`src/rtl/small_lpf_tdm_sched_pkg.sv`:
```
// Shared constants and elaboration helpers for the TDM low-pass filter block.
// Latency: none (compile-time only).
// Backpressure: not applicable.
package small_filt_pkg;

   localparam int DEF_CHANNELS  = 4;
   localparam int DEF_WIDTH     = 8;
   localparam int DEF_FILT_BITS = 5;

   // Index width for n items, never narrower than one bit.
   function automatic int f_clog2(input int n);
      int r;
      int v;
      r = 0;
      v = 1;
      while (v < n) begin
         v = v << 1;
         r = r + 1;
      end
      return (r < 1) ? 1 : r;
   endfunction

   // Accumulator width: steady state is x * 2^filt_bits, so this never overflows.
   function automatic int f_acc_w(input int width, input int filt_bits);
      return width + filt_bits;
   endfunction

endpackage

```
`src/rtl/small_lpf_tdm_sched_if.sv`:
```
// Per-channel sample inputs and channel-tagged result output of the TDM filter.
// Latency: none (wiring only).
// Backpressure: per-channel in_ready on the input side; output is a strobe with no ready.
interface small_lpf_tdm_sched_if #(
   parameter int CHANNELS = small_filt_pkg::DEF_CHANNELS,
   parameter int WIDTH    = small_filt_pkg::DEF_WIDTH
);
   import small_filt_pkg::*;

   localparam int CH_BITS = f_clog2(CHANNELS);

   logic [CHANNELS-1:0]       in_valid;
   logic [CHANNELS*WIDTH-1:0] in_data;
   logic [CHANNELS-1:0]       in_ready;
   logic                      out_valid;
   logic [CH_BITS-1:0]        out_chan;
   logic [WIDTH-1:0]          out_data;

   // Source side: offers samples, consumes results.
   modport master (
      output in_valid, in_data,
      input  in_ready, out_valid, out_chan, out_data
   );

   // Filter side.
   modport slave (
      input  in_valid, in_data,
      output in_ready, out_valid, out_chan, out_data
   );

endinterface

```
`src/rtl/small_lpf_tdm_sched_rr_arbiter.sv`:
```
// Round-robin arbiter: picks the first request at or above the pointer, wrapping.
// Latency: grant is combinational from requests; pointer advances on the grant edge.
// Backpressure: en=0 suppresses grants and freezes the pointer.
module rr_arbiter #(
   parameter int CHANNELS = small_filt_pkg::DEF_CHANNELS,
   parameter int CH_BITS  = small_filt_pkg::f_clog2(CHANNELS)
) (
   input  logic                clk,
   input  logic                rst_n,
   input  logic                i_clear,
   input  logic                i_en,
   input  logic [CHANNELS-1:0] i_req,
   output logic                o_gnt_vld,
   output logic [CHANNELS-1:0] o_gnt_oh,
   output logic [CH_BITS-1:0]  o_gnt_idx
);
   import small_filt_pkg::*;

   logic [CH_BITS-1:0]  r_ptr;
   logic                w_found;
   logic [CH_BITS-1:0]  w_idx;
   logic [CH_BITS-1:0]  w_cand;

   // Search from the pointer upward; the first hit wins.
   always_comb begin
      w_found = 1'b0;
      w_idx   = '0;
      w_cand  = '0;
      for (int k = 0; k < CHANNELS; k++) begin
         w_cand = CH_BITS'((int'(r_ptr) + k) % CHANNELS);
         if (!w_found && i_req[w_cand]) begin
            w_found = 1'b1;
            w_idx   = w_cand;
         end
      end
   end

   assign o_gnt_vld = i_en && w_found;
   assign o_gnt_idx = w_idx;
   assign o_gnt_oh  = o_gnt_vld ? (CHANNELS'(1) << w_idx) : '0;

   // Pointer moves one past the winner; idle cycles leave it alone.
   always_ff @(posedge clk or negedge rst_n) begin
      if (!rst_n) begin
         r_ptr <= '0;
      end else if (i_clear) begin
         r_ptr <= '0;
      end else if (o_gnt_vld) begin
         r_ptr <= CH_BITS'((int'(w_idx) + 1) % CHANNELS);
      end
   end

endmodule

```
`src/rtl/small_lpf_tdm_sched.sv`:
```
// Shares one first-order low-pass (acc += x - acc>>FILT_BITS) across CHANNELS streams.
// Latency: grant at cycle T -> out_valid registered at T+2.
// Backpressure: one-deep holding buffer per channel (in_ready = empty); output never stalls.
module small_lpf_tdm_sched #(
   parameter int CHANNELS  = small_filt_pkg::DEF_CHANNELS,
   parameter int WIDTH     = small_filt_pkg::DEF_WIDTH,
   parameter int FILT_BITS = small_filt_pkg::DEF_FILT_BITS
) (
   input  logic                   clk,
   input  logic                   rst_n,
   input  logic                   en,
   input  logic                   clear,
   small_lpf_tdm_sched_if.slave   bus
);
   import small_filt_pkg::*;

   localparam int CH_BITS = f_clog2(CHANNELS);
   localparam int ACC_W   = f_acc_w(WIDTH, FILT_BITS);
   localparam int NXT_W   = ACC_W + 1;

   // Holding buffers
   logic [CHANNELS-1:0] r_hold_vld;
   logic [WIDTH-1:0]    r_hold_dat [CHANNELS];

   // Arbiter results
   logic                w_gnt_vld;
   logic [CHANNELS-1:0] w_gnt_oh;
   logic [CH_BITS-1:0]  w_gnt_idx;

   // Stage 0 (issued sample)
   logic                r_s0_vld;
   logic [CH_BITS-1:0]  r_s0_chan;
   logic [WIDTH-1:0]    r_s0_dat;

   // Per-channel filter state
   logic [ACC_W-1:0]    r_acc [CHANNELS];

   // Stage 1 arithmetic and output register
   logic [ACC_W-1:0]    w_acc_rd;
   logic [NXT_W-1:0]    w_nxt;
   logic                w_unused_carry;
   logic                r_out_vld;
   logic [CH_BITS-1:0]  r_out_chan;
   logic [WIDTH-1:0]    r_out_dat;

   rr_arbiter #(
      .CHANNELS (CHANNELS),
      .CH_BITS  (CH_BITS)
   ) u_arb (
      .clk       (clk),
      .rst_n     (rst_n),
      .i_clear   (clear),
      .i_en      (en),
      .i_req     (r_hold_vld),
      .o_gnt_vld (w_gnt_vld),
      .o_gnt_oh  (w_gnt_oh),
      .o_gnt_idx (w_gnt_idx)
   );

   // Ready is purely registered so upstream sees no combinational loop through us.
   assign bus.in_ready = ~r_hold_vld;

   // Buffers: a grant frees the slot; a free slot captures an offered sample.
   always_ff @(posedge clk or negedge rst_n) begin
      if (!rst_n) begin
         r_hold_vld <= '0;
         for (int i = 0; i < CHANNELS; i++) r_hold_dat[i] <= '0;
      end else if (clear) begin
         r_hold_vld <= '0;
      end else begin
         for (int i = 0; i < CHANNELS; i++) begin
            if (w_gnt_oh[i]) begin
               r_hold_vld[i] <= 1'b0;
            end else if (bus.in_valid[i] && !r_hold_vld[i]) begin
               r_hold_vld[i] <= 1'b1;
               r_hold_dat[i] <= bus.in_data[i*WIDTH +: WIDTH];
            end
         end
      end
   end

   // Stage 0: capture the granted sample and its channel tag.
   always_ff @(posedge clk or negedge rst_n) begin
      if (!rst_n) begin
         r_s0_vld  <= 1'b0;
         r_s0_chan <= '0;
         r_s0_dat  <= '0;
      end else if (clear) begin
         r_s0_vld  <= 1'b0;
      end else begin
         r_s0_vld <= w_gnt_vld;
         if (w_gnt_vld) begin
            r_s0_chan <= w_gnt_idx;
            r_s0_dat  <= r_hold_dat[w_gnt_idx];
         end
      end
   end

   // Filter step with one guard bit; the result provably fits back into ACC_W bits.
   assign w_acc_rd       = r_acc[r_s0_chan];
   assign w_nxt          = NXT_W'(w_acc_rd) + NXT_W'(r_s0_dat) - NXT_W'(w_acc_rd >> FILT_BITS);
   assign w_unused_carry = w_nxt[NXT_W-1];

   // Accumulator write-back; a following grant to the same channel reads the new value.
   always_ff @(posedge clk or negedge rst_n) begin
      if (!rst_n) begin
         for (int i = 0; i < CHANNELS; i++) r_acc[i] <= '0;
      end else if (clear) begin
         for (int i = 0; i < CHANNELS; i++) r_acc[i] <= '0;
      end else if (r_s0_vld) begin
         r_acc[r_s0_chan] <= w_nxt[ACC_W-1:0];
      end
   end

   // Result register: one-cycle strobe, tag and data hold between strobes.
   always_ff @(posedge clk or negedge rst_n) begin
      if (!rst_n) begin
         r_out_vld  <= 1'b0;
         r_out_chan <= '0;
         r_out_dat  <= '0;
      end else if (clear) begin
         r_out_vld  <= 1'b0;
      end else begin
         r_out_vld <= r_s0_vld;
         if (r_s0_vld) begin
            r_out_chan <= r_s0_chan;
            r_out_dat  <= w_nxt[FILT_BITS +: WIDTH];
         end
      end
   end

   assign bus.out_valid = r_out_vld;
   assign bus.out_chan  = r_out_chan;
   assign bus.out_data  = r_out_dat;

endmodule

```
`src/flat_wrapper.sv`:
```
// flat-port wrapper written by rule: the top's interface ports become plain ports
module small_lpf_tdm_sched_flat import small_filt_pkg::*;
#(
   parameter int CHANNELS  = small_filt_pkg::DEF_CHANNELS,
   parameter int WIDTH     = small_filt_pkg::DEF_WIDTH,
   parameter int FILT_BITS = small_filt_pkg::DEF_FILT_BITS
)
  (clk, rst_n, en, clear, bus_in_valid, bus_in_data, bus_in_ready, bus_out_valid, bus_out_chan, bus_out_data);
  small_lpf_tdm_sched_if #(.CHANNELS(CHANNELS), .WIDTH(WIDTH)) bus_i ();
  input  logic clk;
  input  logic rst_n;
  input  logic en;
  input  logic clear;
  input wire logic [$bits(bus_i.in_valid)-1:0] bus_in_valid;
  input wire logic [$bits(bus_i.in_data)-1:0] bus_in_data;
  output wire logic [$bits(bus_i.in_ready)-1:0] bus_in_ready;
  output wire logic [$bits(bus_i.out_valid)-1:0] bus_out_valid;
  output wire logic [$bits(bus_i.out_chan)-1:0] bus_out_chan;
  output wire logic [$bits(bus_i.out_data)-1:0] bus_out_data;
  assign bus_i.in_valid = bus_in_valid;
  assign bus_i.in_data = bus_in_data;
  assign bus_in_ready = bus_i.in_ready;
  assign bus_out_valid = bus_i.out_valid;
  assign bus_out_chan = bus_i.out_chan;
  assign bus_out_data = bus_i.out_data;
  small_lpf_tdm_sched #(.CHANNELS(CHANNELS), .WIDTH(WIDTH), .FILT_BITS(FILT_BITS)) u_core (.clk(clk), .rst_n(rst_n), .en(en), .clear(clear), .bus(bus_i));
endmodule
```
`config.mk`:
```
export PLATFORM = sky130hd
export DESIGN_NAME = small_lpf_tdm_sched_flat
export DESIGN_NICKNAME = d
export VERILOG_FILES = /design/src/rtl/small_lpf_tdm_sched_pkg.sv /design/src/rtl/small_lpf_tdm_sched_if.sv /design/src/rtl/small_lpf_tdm_sched_rr_arbiter.sv /design/src/rtl/small_lpf_tdm_sched.sv /design/src/flat_wrapper.sv
export SDC_FILE = /design/constraint.sdc
export NUM_CORES = 1
export LEC_CHECK = 0
export CORE_UTILIZATION = 30
export DETAILED_ROUTE_END_ITERATION = 6
export GPL_TIMING_DRIVEN = 0
export SLEW_MARGIN = 20
export SYNTH_ARGS = -nofsm -noshare
export SYNTH_HDL_FRONTEND = slang
export SYNTH_SLANG_ARGS = --single-unit
```
`constraint.sdc`:
```
create_clock -name clk -period 4 [get_ports clk]
set_clock_uncertainty 0.15 [all_clocks]
set_input_delay 0.8 -clock clk [delete_from_list [all_inputs] [get_ports clk]]
set_output_delay 0.8 -clock clk [all_outputs]
set_load 0.005 [all_outputs]
```
==> results_dict.tcl <==
set metrics [dict create \
    maxSlewViolCount 0 \
    dp_hpwl_um 10900 \
    grt-ovfl-total 0 \
    fillers 1875 \
    core_um2 18900 \
    hold_class "in -> async" \
    dieArea_um2 20000 \
    grt_max_degree 83 \
    clk_latency_ns 0.35 \
    path_cells "buf_8 -> buf_6 -> mux4_2 -> inv_1 -> fa_1 -> fa_2 -> nor2b_2 -> o211ai_1 -> a211o_1 -> a21oi_1 -> o31ai_1" \
    grtUsageTotal 0.159 \
    clkTransAtPathRegs_ns 0.07 \
    hold_viol 0 \
    cts_hold_buf 0 \
    place_worst_setup_slack_ns -0.455 \
    dr.pass1.iters 4 \
    syn_inst 521 \
    total_power_w 0.00543 \
    critPathTopFamily "compound AO/OA/AOI/OAI gates" \
    finalSetupViolCount 0 \
    ir_drop_uv 300 \
    synth_top_area_cell "dfrtp_1" \
    powerDensity_nw_per_um2 765 \
    yosysMostFrequentCell "dfrtp_1" \
    cts_tree "built" \
    synthArstFlopShare 1.00 \
    cts.sinks 112 \
    yosysWarningCount 0 \
    end_kind "register" \
    yosys_most_used_dff "dfrtp_1" \
    regToRegStartpoint "u_core.r_s0_chan[0]" \
    rsz0062_at_grt "false" \
    period_share 0.965 \
    drive_above_1_share 0.145 \
    area_growth_pct 22.0 \
    root_buffer "clkbuf_16" \
    slowest_delay_ns 0.51 \
    synth.top_cell.area_share 0.481 \
    via_count 4359 \
    cts_buffers 9 \
    synth_cell_types 50 \
    path_class "reg -> reg" \
    synth_area_leaders "dfrtp_1 (48%), mux4_2 (5.0%), mux2_2 (4.4%)" \
    pin_count 55 \
    start_util 0.308 \
    fin_util 0.376 \
    postPlaceCellArea_um2 6720 \
    ys_seq_area_frac 0.481 \
    drc 0 \
    status "finished clean" \
    crit_fanout 10 \
    final_antenna_net_count 0 \
    die_h_um 141 \
    wl_um 14900 \
    grt_pass1_vias 4654 \
    ff2ff_path_depth 11 \
    synth_edf_count 0 \
    place_congestion 0.791 \
    cp.arrival_ns 3.92 \
    wire_per_inst_um 17.4 \
    crit_slowest_cell "mux4_2" \
    fin_area_um2 7110 \
    netlist_area_um2 5820 \
    p_leak_nw 3.07 \
    setup_slack_ns 0.141 \
    rrSetupSlack_ns 0.14 \
    path_buf_inv 3 \
    syn_avg_cell_area_um2 11.2 \
    r2r-end "u_core.r_acc[38]" \
    die_w_um 141 \
    required_ns 4.06 \
    max_freq_mhz 259 \
    synth-seq-cells 112 \
    period_needed_ns 3.86 \
    slew-limit-headroom 0.360 \
    tightestPinTransition_ns 0.953 \
    syn-num-nets 586 \
    startpoint_type "register" \
    grt_pass1_wl_um 24700 \
    cts_htree_levels 3 \
    maxCapViolations 0 \
    drtIter0Drc 325 \
    viasPerCell 5.10 \
    fin_hold_ws_ns 0.173 \
    antenna_found_initial 0 \
    io_buffers 54 \
    fp-row-count 50 \
    antenna_cells 0 \
    synth_common_cells "dfrtp_1 (112), nand2_1 (55), inv_1 (46)" \
    final_nets 655 \
    clockBufferDepth 2 \
]
cells in the final DEF, fill, tap and decap left out, types with 2 or more instances in the layout:
| master | synthesis | final |
|---|---|---|
| o31ai_2 | 0 | 2 |
| a211oi_1 | 22 | 22 |
| nor3_2 | 0 | 2 |
| dfrtp_1 | 112 | 110 |
| o31ai_1 | 29 | 27 |
| nor3_1 | 4 | 2 |
| clkbuf_1 | 16 | 17 |
| nand2b_1 | 5 | 5 |
| o21a_1 | 10 | 10 |
| fa_1 | 8 | 7 |
| and3_1 | 6 | 6 |
| clkdlybuf4s50_1 | 0 | 53 |
| nand2_1 | 55 | 55 |
| a32oi_1 | 4 | 4 |
| mux2_1 | 10 | 10 |
| buf_2 | 7 | 4 |
| mux4_2 | 13 | 13 |
| inv_1 | 46 | 46 |
| a21boi_0 | 16 | 16 |
| a22o_1 | 23 | 23 |
| buf_6 | 2 | 4 |
| ha_1 | 17 | 17 |
| dfrtp_2 | 0 | 2 |
| xnor2_1 | 2 | 2 |
| nand3_1 | 3 | 3 |
| a211o_1 | 2 | 2 |
| buf_4 | 4 | 9 |
| o21ai_0 | 17 | 17 |
| a21o_1 | 5 | 5 |
| mux2_2 | 23 | 23 |
| clkbuf_16 | 0 | 9 |
| a21oi_1 | 20 | 19 |
| and2_1 | 5 | 5 |
| nor2b_1 | 4 | 3 |
| xor2_1 | 3 | 2 |
| nor2_1 | 9 | 9 |
kinds of logic after synthesis:
kind of cell,Yosys count,share of synthesized area
buf+inv,76,0.0557
compound gates,159,0.199
flops,112,0.481
fa+ha+maj,25,0.0640
simple gates,97,0.0769
xor+xnor,5,0.00752
mux,47,0.116
sequential cells by signal (all words and copies together), names as in the netlist:
signal                flops
u_core.r_s0_chan          2
u_core.r_s0_dat           8
u_core.bus.out_data       8
u_core.bus.out_chan       2
u_core.r_acc             52
u_core.bus.out_valid      1
u_core.r_hold_dat        32
u_core.u_arb.r_ptr        2
u_core.r_s0_vld           1
u_core.r_hold_vld         4
power breakdown:
part | switching, W | internal, W
clock | 0.000408 | 0.000505
sequential | 0.000154 | 0.00139
combinational | 0.00178 | 0.00120
total | 0.00234 | 0.00310
worst max path at each step:
| stage | to | from | depth (start not counted) | slack (ns) |
|---|---|---|---|---|
| after floorplan | u_core.r_acc[12] | u_core.r_s0_chan[0] | 12 | 0.22 |
| after global placement | u_core.bus.out_data[5] | rst_n | 1 | -2.16 |
| after detailed placement | u_core.r_acc[37] | u_core.r_s0_chan[0] | 12 | -0.46 |
| after CTS | u_core.r_acc[25] | u_core.r_s0_chan[0] | 12 | 0.01 |
| after global routing | u_core.r_acc[12] | u_core.r_s0_chan[0] | 12 | 0.003 |
| final | u_core.r_acc[38] | u_core.r_s0_chan[0] | 11 | 0.14 |
metal layers:
| layer | part of all wire | vias up | global-route usage |
|---|---|---|---|
| li1 | - | 2013 | - |
| met3 | 0.040 | 21 | 0.0290 |
| met5 | 0 | - | 0 |
| met4 | 0.019 | 0 | 0.0624 |
| met2 | 0.50 | 116 | 0.271 |
| met1 | 0.44 | 2209 | 0.198 |
layout make-up:
| type | instances | area (um2) | area share |
|---|---|---|---|
| Multi-Input combinational cell | 333 | 2740 | 0.386 |
| Clock buffer | 12 | 246 | 0.0347 |
| Buffer | 29 | 170 | 0.0239 |
| Sequential cell | 112 | 2810 | 0.395 |
| Timing Repair Buffer | 58 | 592 | 0.0833 |
| Tap cell | 260 | 325 | 0.0458 |
| Clock inverter | 4 | 51.3 | 0.00722 |
| Inverter | 47 | 176 | 0.0248 |
through the flow:
stage,setup TNS [ns],cells
floorplan,0,521
global placement,-250.14,835
detailed placement,-10.99,836
CTS,0,852
global route,0,855
finish,0,855
timing repair:
item,4_1_cts,5_1_grt
pin swaps,0,1
resized for setup,10,10
endpoints found under the hold margin,0,0
gates cloned,0,0
setup endpoints to repair,40,31
setup buffers,0,3
Note: power is estimated with default switching activity, not from simulation.
